[config.mk]
export PLATFORM = sky130hd
export DESIGN_NAME = fetch_unit
export DESIGN_NICKNAME = d
export VERILOG_FILES = /design/src/rtl/fetch_unit.sv
export SDC_FILE = /design/constraint.sdc
export NUM_CORES = 1
export LEC_CHECK = 0
export CAP_MARGIN = 40
export CELL_PAD_IN_SITES_DETAIL_PLACEMENT = 2
export CELL_PAD_IN_SITES_GLOBAL_PLACEMENT = 2
export CORE_AREA = 2 2 85 87
export CTS_CLUSTER_DIAMETER = 100
export DETAILED_ROUTE_END_ITERATION = 10
export DIE_AREA = 0 0 87 89
export GPL_TIMING_DRIVEN = 0
export PLACE_DENSITY = 0.73
export SLEW_MARGIN = 10
export SYNTH_ARGS = -nofsm -noshare
export SYNTH_HDL_FRONTEND = slang
export SYNTH_SLANG_ARGS = --single-unit
[constraint.sdc]
create_clock -name clk -period 1.9 [get_ports clk]
set_clock_uncertainty 0.1 [all_clocks]
set_input_delay 0.38 -clock clk [delete_from_list [all_inputs] [get_ports clk]]
set_output_delay 0.38 -clock clk [all_outputs]
set_load 0.05 [all_outputs]
[src/rtl/fetch_unit.sv]
// Instruction fetch/issue sequencer: holds the PC, fetches one instruction per
// handshake and presents op/ra/rb until retired. Optional counter: FETCH_PERF_EN.
module fetch_unit #(
  parameter int OP    = 4,
  parameter int PC_W  = 8,
  parameter int WIDTH = 8
) (
  input  logic             clk,
  input  logic             rst,
  output logic [PC_W-1:0]  imem_addr,
  output logic             imem_req,
  input  logic             imem_ready,
  input  logic [WIDTH-1:0] imem_data,
  output logic [OP-1:0]    op,
  output logic [1:0]       ra,
  output logic [1:0]       rb,
  output logic             instr_valid,
  input  logic             instr_ack,
  input  logic             br,
  input  logic             j,
  input  logic             zero,
  input  logic [PC_W-1:0]  br_target,
  output logic [15:0]      retired_count
);

  typedef enum logic {
    FETCH = 1'b0,
    ISSUE = 1'b1
  } state_t;

  state_t            state, state_next;
  logic [PC_W-1:0]   pc, pc_next;
  logic [PC_W-1:0]   j_off;
  logic [WIDTH-1:0]  ir;
  logic              load_ir;
  logic              retire;

  always_comb begin
    state_next = state;
    load_ir    = 1'b0;
    retire     = 1'b0;
    case (state)
      FETCH: begin
        if (imem_ready) begin
          load_ir    = 1'b1;
          state_next = ISSUE;
        end
      end
      ISSUE: begin
        if (instr_ack) begin
          retire     = 1'b1;
          state_next = FETCH;
        end
      end
      default: state_next = FETCH;
    endcase
  end

  // JI offset is the low nibble of IR, sign-extended to the PC width.
  assign j_off = {{(PC_W-4){ir[3]}}, ir[3:0]};

  always_comb begin
    pc_next = pc + PC_W'(1);
    if (j)
      pc_next = pc + j_off;
    else if (br && zero)
      pc_next = br_target;
  end

  always_ff @(posedge clk) begin
    if (rst) begin
      state <= FETCH;
      pc    <= '0;
      ir    <= '0;
    end else begin
      state <= state_next;
      if (load_ir)
        ir <= imem_data;
      if (retire)
        pc <= pc_next;
    end
  end

  assign imem_addr   = pc;
  // Request is masked during reset so no fetch is issued while rst is held.
  assign imem_req    = (state == FETCH) && !rst;
  assign instr_valid = (state == ISSUE);
  assign op          = ir[WIDTH-1 -: OP];
  assign ra          = ir[3:2];
  assign rb          = ir[1:0];

`ifdef FETCH_PERF_EN
  logic [15:0] count;

  always_ff @(posedge clk) begin
    if (rst)
      count <= '0;
    else if (retire)
      count <= count + 16'd1;
  end

  assign retired_count = count;
`else
  assign retired_count = '0;
`endif

endmodule

Yosys cells after proc, flatten, opt, wreduce, memory -nomap -nowiden
Index checks and enable logic that the tools add are counted.
- add/sub/neg operators: 2
- mux-type cells: 8
- bitwise logic cells: 1
- reduce and logical (&&, ||, !) cells: 3
- operators by type and width (kind ; number):
    $mux 8 ; 2
    $add 8x1->8 const B ; 1
    $add 8x8->8 ; 1
    $mux 1 ; 5
    $logic_and 1x1->1 ; 2
    $pmux 1 s2 ; 1
    $logic_not 1->1 ; 1
    $not 1->1 ; 1
- register bits after elaboration: 17
- input bits: 23
- output and inout bits: 34
- logic and storage cells: 17

Longest topological paths before layout
Gate-level depths: netlist of the first run.
- depth in word-level cells: 3
- depth in mapped cells: 8
- gate-level depth less buffers: 8

Least setup slack after synthesis of the first run
OpenSTA, ideal clock, no wires.
- path type: register to register
- from: register pc[1], in the netlist imem_addr[1]
- to: register pc[7], in the netlist imem_addr[7]
- data arrival time: 2133 ps
- required time: 1712 ps
- path slack: -421 ps
- stages on the path, launching flop included: 7
- path buffers: 0
- clock period less this slack: 2321 ps
- path through: dfxtp_1 ha_1 a211oi_1 o21bai_1 o22ai_1 mux2_2 a311oi_2
- word-level cells in the longest chain between the ends: 3
- elaborated cells on any way between the ends: 4
- RTL lines (item ; RTL line ; text):
    start: declaration ; 32 ; logic [PC_W-1:0] pc, pc_next;
    start signal: assignment ; 80 ; pc <= pc_next;
    $add 8x1->8 ; 63 ; pc_next = pc + PC_W'(1);
    $mux 8 ; 66 ; else if (br && zero)
    $mux 8 * ; 64 ; if (j)
Mark *: on every way between the ends. The rest lies on a longest branch, timed or not.
A chain may end at the register's enable or synchronous reset.

Final worst setup path of the first run
- from: register pc[0], in the netlist imem_addr[0]
- to: register pc[6], in the netlist imem_addr[6]
Same word-level chain as after synthesis.

==> results of run 1 <==
-- logic make-up (layout without fill, tap and decap cells) --
group                      after synthesis  after routing  synth area share, %
AOI/OAI and AO/OA                       49             49                 24.7
adders and majority gates                9              9                 9.14
and+or+nand+nor                         62             62                 22.2
xor gates and xnor gates                 5              5                 3.33
muxes                                    1              1                0.857
buffers and inverters                   31             87                 13.6
other                                    1             16                0.285
DFF                                     17             17                 25.9
-- layer usage --
| layer | up-vias | share of wire [%] | track usage [%] |
|---|---|---|---|
| met5 | - | 0 | 0 |
| met4 | 0 | 0.66 | 2.13 |
| li1 | 728 | - | - |
| met3 | 2 | 5.5 | 3.05 |
| met2 | 38 | 52 | 24.5 |
| met1 | 706 | 42 | 15.3 |
-- power groups by stage --
| stage | Combinational, uW | Sequential [uW] | Clock [uW] |
|---|---|---|---|
| 2_1_floorplan | 221 | 481 | 0 |
| 3_3_place_gp | 411 | 418 | 0 |
| 3_5_place_dp | 419 | 419 | 0 |
| 4_1_cts | 432 | 405 | 322 |
| 5_1_grt | 478 | 407 | 331 |
| 6_report | 443 | 403 | 304 |
-- Yosys cell counts --
master / number
o211ai_1: 1
o22ai_1: 2
nor3_1: 3
conb_1: 1
and2_1: 2
xnor2_1: 2
nand2b_1: 2
o21ai_0: 11
or4b_2: 1
buf_2: 2
nor2b_1: 2
a211oi_1: 11
fa_1: 1
a311o_1: 1
mux2_2: 1
nor2_1: 17
a21oi_1: 12
nand2_1: 22
o21bai_1: 2
or3_1: 5
inv_1: 7
and3_1: 1
or2_2: 2
a41oi_1: 2
o31a_1: 1
xor2_1: 3
ha_1: 8
o21a_1: 1
a311oi_1: 2
a311oi_2: 1
a21o_1: 2
dfxtp_1: 17
nand4_2: 1
buf_4: 16
clkbuf_1: 6
nand3_1: 4
-- what timing repair did --
item | in CTS | in global routing
hold endpoints to repair | 0 | 0
gates resized for setup | 29 | 8
buffers inserted | 11 | 3
endpoints found under the setup margin | 23 | 5
gates cloned | 0 | 0
pin swaps | 5 | 6
-- per-stage QoR --
step,std cells,util (%)
final,326,31.7
after global routing,326,31.7
after CTS,323,31.1
after detailed placement,308,29.1
after global placement,308,29.1
after floorplan,190,-
-- critical path: stages (launching register included) --
cell      delay, ns
dfxtp_4        0.36
ha_4           0.17
inv_2          0.05
fa_2           0.20
nor2b_2        0.05
o31a_1         0.31
or3_1          0.33
a41oi_2        0.17
a211oi_1       0.08
-- registers in the layout, summed over array words and instances, names as in the netlist --
signal	flops
imem_addr	8
ir	8
instr_valid	1
-- cell type report --
class	instances	area share, %
Clock inverter	1	0.352
Clock buffer	3	1.94
Tap cell	80	4.70
Multi-Input combinational cell	142	44.7
Timing Repair Buffer	52	21.8
Inverter	7	1.23
Sequential cell	17	17.7
Buffer	24	7.52
-- path summary, 6_finish.rpt --
kind / startpoint / slack (ns) / cells past startpoint / endpoint
max: imem_addr[0] / -0.05 / 8 / imem_addr[6]
min: rst / 0.33 / 2 / ir[6]
min reg2reg: ir[6] / 0.36 / 2 / ir[6]
max reg2reg: imem_addr[0] / -0.05 / 8 / imem_addr[6]
==> flow_metrics.tcl, run 1 <==
set metrics [dict create \
    critPathRequiredTime_ns 1.95 \
    status "finished with violations" \
    p_sw_share_pct 40.1 \
    dp_slack_ns -0.422 \
    maxSlewHeadroom_pct 65.0 \
    overflow 0 \
    ys_ff_latch 17 \
    row_count 30 \
    antenna_found_initial 0 \
    fmax_ghz 0.514 \
    ys_warn_count 0 \
    maxCapViolCount 0 \
    vias_per_cell 4.52 \
    path_clk_slew_ns 0.08 \
    area_delta_synth_final_pct 62.2 \
    p_switching_uw 461 \
    hold_violations 0 \
    ant_nets 0 \
    grt_pass1_wl_um 7860 \
    critPathKind "reg2reg" \
    combPwrFrac_pct 38.5 \
    synth_top_area_share_pct 25.9 \
    worstHoldPathType "in2reg" \
    crit_arrival_ns 1.99 \
    dieArea_sq_um 7740 \
    tightest_slew_ns 0.525 \
    filler_cell_count 777 \
    gp_congestion 0.753 \
    final_cell_mix "buf_4, nand2_1, clkdlybuf4s50_1" \
    multiInputGateArea_sq_um 952 \
    die_y_um 89 \
    wl_per_cell_um 14.8 \
    power_uw 1150 \
    clock_power_share_pct 26.5 \
    fp.dieW_um 87 \
    regArea_sq_um 378 \
    end_kind "flop" \
    start_kind "flop" \
    clk_path_buf_depth 2 \
    cts-root-buf "clkbuf_8" \
    drc 0 \
    insertedDiodeCount 0 \
    drt_iter0_drc 24 \
    avgSynthCellArea_sq_um 7.51 \
    cts_hold_buf 0 \
    violations "negative setup slack" \
    p_seq_share_pct 35.0 \
    synth_cell_type_count 36 \
    min_period_over_period_pct 102 \
    grt_max_degree 12 \
    cp_max_fo 3 \
    port_buffers 38 \
    initial_core_util_pct 19.6 \
    nets 279 \
    grt_pass1_vias 1550 \
    ys_top_cells_by_area "dfxtp_1, buf_4, ha_1, a211oi_1, nand2_1" \
    finalSetupTns_ns -0.0529 \
    clk_latency_ns 0.26 \
    dr_total_vias 1474 \
    layout-drive-gt1-share_pct 29.3 \
    fin_crit_ns 1.95 \
    ys_seq_area_share_pct 25.9 \
    postSynthCellCount 175 \
    cts_tree "built" \
    dpl-instance-area_sq_um 1950 \
    layout.cells.most_common "buf_4" \
    track_usage_pct 13.0 \
    slew_viol_final 0 \
    dpl.hpwl_um 3640 \
    fin_ws_ns -0.0466 \
    power_leakage_uw 0.000938 \
    io-pin-count 57 \
    setup_viol 2 \
    routed_wl_um 4830 \
    design_area_sq_um 2130 \
    firstDrtPassIters 3 \
    p_int_uw 689 \
    rsz0062_at_grt "true" \
    peakVddDrop_uv 249 \
    clock-sinks 17 \
    yosysTopAreaCell "dfxtp_1" \
    core_area_sq_um 6720 \
    numCtsBuffers 3 \
    ctsHtreeMaxLevel 1 \
    holdWs_ns 0.334 \
    power_density_nw_per_um2 540 \
    netlist_area_sq_um 1310 \
]
Power figures use the tool's default switching activity.
==> run 2, diff against run 1 <==
==> config.mk (replaced) <==
export PLATFORM = sky130hd
export DESIGN_NAME = fetch_unit
export DESIGN_NICKNAME = d
export VERILOG_FILES = /design/src/rtl/fetch_unit.sv
export SDC_FILE = /design/constraint.sdc
export NUM_CORES = 1
export LEC_CHECK = 0
export CAP_MARGIN = 40
export CORE_AREA = 2 2 62 64
export CTS_CLUSTER_DIAMETER = 100
export DETAILED_ROUTE_END_ITERATION = 10
export DIE_AREA = 0 0 64 66
export GPL_TIMING_DRIVEN = 0
export PLACE_DENSITY = 0.77
export SLEW_MARGIN = 10
export SYNTH_ARGS = -nofsm -noshare
export SYNTH_HDL_FRONTEND = slang
export SYNTH_SLANG_ARGS = --single-unit
==> run 2 against run 1 <==
  * The run still ends with negative setup slack left
  * Core utilization grew 26 points
  * Combinational power shrank 4%
  * Sequential cell count is the same
  * Clock-buffer cell count is the same
  * Global-route usage grew 4.3 points
  * Critical endpoint unchanged
  * First-iteration DRC count grew to 3.4 times the previous value
  * Worst hold slack lost 0.064 ns
  * Critical path depth is the same
  * Final cell count shrank 11%
  * Via count shrank 5.5%
  * Register-to-register slack is essentially flat
==> flow_metrics.tcl, run 2 (same netlist as run 1, synthesis figures left out) <==
set metrics [dict create \
    end_kind "flop" \
    dpl.hpwl_um 2600 \
    start_kind "flop" \
    r2r-start "imem_addr[0]" \
    layoutNonFillerInstCount 291 \
    status "finished with violations" \
    layout.cells.most_common "buf_4" \
    dpl-instance-area_sq_um 1910 \
    hold_start "rst" \
    dieArea_sq_um 4220 \
    firstDrtPassIters 4 \
    cts_hold_buf 0 \
    power_uw 1040 \
    layout-drive-gt1-share_pct 27.6 \
    maxSlewHeadroom_pct 65.9 \
    track_usage_pct 17.4 \
    fin_crit_ns 1.94 \
    clk_path_buf_depth 2 \
    antenna_found_initial 0 \
    ctsHtreeMaxLevel 1 \
    io-pin-count 57 \
    clk_latency_ns 0.30 \
    final_util_pct 57.4 \
    grt_pass1_wl_um 5730 \
    dr_total_vias 1393 \
    core_area_sq_um 3550 \
    crit_chain "ha_4 > inv_2 > fa_2 > nor2b_2 > o31a_1 > or3_1 > a41oi_2 > a211oi_2" \
    dp.cells 276 \
    power_leakage_uw 0.000919 \
    power_density_nw_per_um2 510 \
    routed_wl_um 3500 \
    vias_per_cell 4.79 \
    hold_violations 0 \
    min_to "imem_addr[6]" \
    row_count 22 \
    holdPathStages 2 \
    critPathRequiredTime_ns 2.00 \
    overflow 0 \
    drc 0 \
    final_cell_mix "buf_4, nand2_1, clkdlybuf4s50_1" \
    path_clk_slew_ns 0.12 \
    peakVddDrop_uv 474 \
    cp_max_fo 3 \
    tightest_slew_ns 0.513 \
    rrSetupSlack_ns -0.04 \
    area_delta_synth_final_pct 55.2 \
    die_y_um 66 \
    maxCapViolCount 0 \
    min_period_over_period_pct 102 \
    fmax_ghz 0.516 \
    cts-root-buf "clkbuf_4" \
    fp.dieW_um 64 \
    worstHoldPathType "in2reg" \
    filler_cell_count 347 \
    critPathKind "reg2reg" \
    slew_viol_final 0 \
    grt_max_degree 12 \
    cpPeakStageDelay_ns 0.38 \
    crit_arrival_ns 2.04 \
    port_buffers 38 \
    nets 276 \
    cp_slowest_cell "dfxtp_4" \
    rsz0062_at_grt "true" \
    insertedDiodeCount 0 \
    dp_slack_ns -0.326 \
    fin_ws_ns -0.0392 \
    wl_per_cell_um 12.0 \
    path_buf_inv 1 \
    reg2regPathDepth 8 \
    drt_iter0_drc 81 \
    initial_core_util_pct 37.0 \
    design_area_sq_um 2040 \
    ant_nets 0 \
    clock-sinks 17 \
    gp_congestion 0.877 \
    setup_viol 1 \
    reg2reg_to "imem_addr[6]" \
    grt_pass1_vias 1281 \
    cts_tree "built" \
    numCtsBuffers 3 \
    violations "negative setup slack" \
    crit_family "compound AO/OA/AOI/OAI gates" \
]
==> run 2: changes by cell type in the layout (fill, tap and decap cells not counted), sizes merged <==
cell,previous run,this run
buf,33,29
clkbuf,8,10
dlygate4sd2,17,16
==> run 2: worst max path at each step <==
stage | start | endpoint | slack [ns] | cells after the start
2_1_floorplan | imem_addr[0] | imem_addr[6] | -0.003 | 8
3_5_place_dp | rst | imem_req | -0.33 | 4
3_3_place_gp | rst | imem_req | -0.34 | 4
4_1_cts | imem_addr[0] | imem_addr[6] | -0.02 | 8
6_report | imem_addr[0] | imem_addr[6] | -0.04 | 8
5_1_grt | imem_addr[0] | imem_addr[6] | -0.13 | 8
==> run 2: what timing repair did <==
| item | 4_1_cts | 5_1_grt |
|---|---|---|
| buffers inserted | 10 | 1 |
| pin swaps | 5 | 5 |
| gates cloned | 0 | 0 |
| gates resized for setup | 24 | 8 |
| hold endpoints to repair | 0 | 0 |
| endpoints found under the setup margin | 22 | 6 |
==> run 2: layout make-up <==
| class | count | area (sq um) | share of cell area (%) |
|---|---|---|---|
| multi-input combinational | 142 | 953 | 46.7 |
| timing repair buffer | 49 | 438 | 21.5 |
| sequential | 17 | 378 | 18.5 |
| buffer | 24 | 154 | 7.55 |
| tap | 48 | 60.1 | 2.94 |
| inverter | 7 | 26.3 | 1.29 |
| clock buffer | 3 | 22.5 | 1.10 |
| clock inverter | 1 | 7.51 | 0.368 |
==> run 2: worst reg2reg max path, stage by stage, from the launching register on <==
cell and delay [ns]:
dfxtp_4 0.38, ha_4 0.16, inv_2 0.05, fa_2 0.21, nor2b_2 0.05, o31a_1 0.28
or3_1 0.33, a41oi_2 0.20, a211oi_2 0.08
==> run 2: routing by layer <==
layer,GRT usage [%],share of wire [%]
met5,0,0
met4,4.35,1.5
met3,5.45,8.3
met2,31.0,48
met1,20.1,42
==> run 2: where the power goes <==
| group | internal [uW] | switching, uW |
|---|---|---|
| Sequential | 373 | 25.8 |
| Combinational | 160 | 265 |
| Clock | 80.2 | 136 |
| Total | 613 | 428 |
==> run 2: through the flow <==
step	setup TNS (ns)	hold slack (ns)
detailed placement	-1.48	0.352
CTS	-0.0302	0.273
global placement	-1.41	0.341
finish	-0.0392	0.270
global route	-0.260	0.282
floorplan	-0.00329	0.406
==> run 3, diff against run 2 <==
--- a/config.mk
+++ b/config.mk
@@ -5,7 +5,7 @@
 export SDC_FILE = /design/constraint.sdc
 export NUM_CORES = 1
 export LEC_CHECK = 0
-export CAP_MARGIN = 40
+export CAP_MARGIN = 15
 export CORE_AREA = 2 2 62 64
 export CTS_CLUSTER_DIAMETER = 100
 export DETAILED_ROUTE_END_ITERATION = 10
==> results of run 3 <==
Final layout, timing and power as in run 2 (identical DEF).
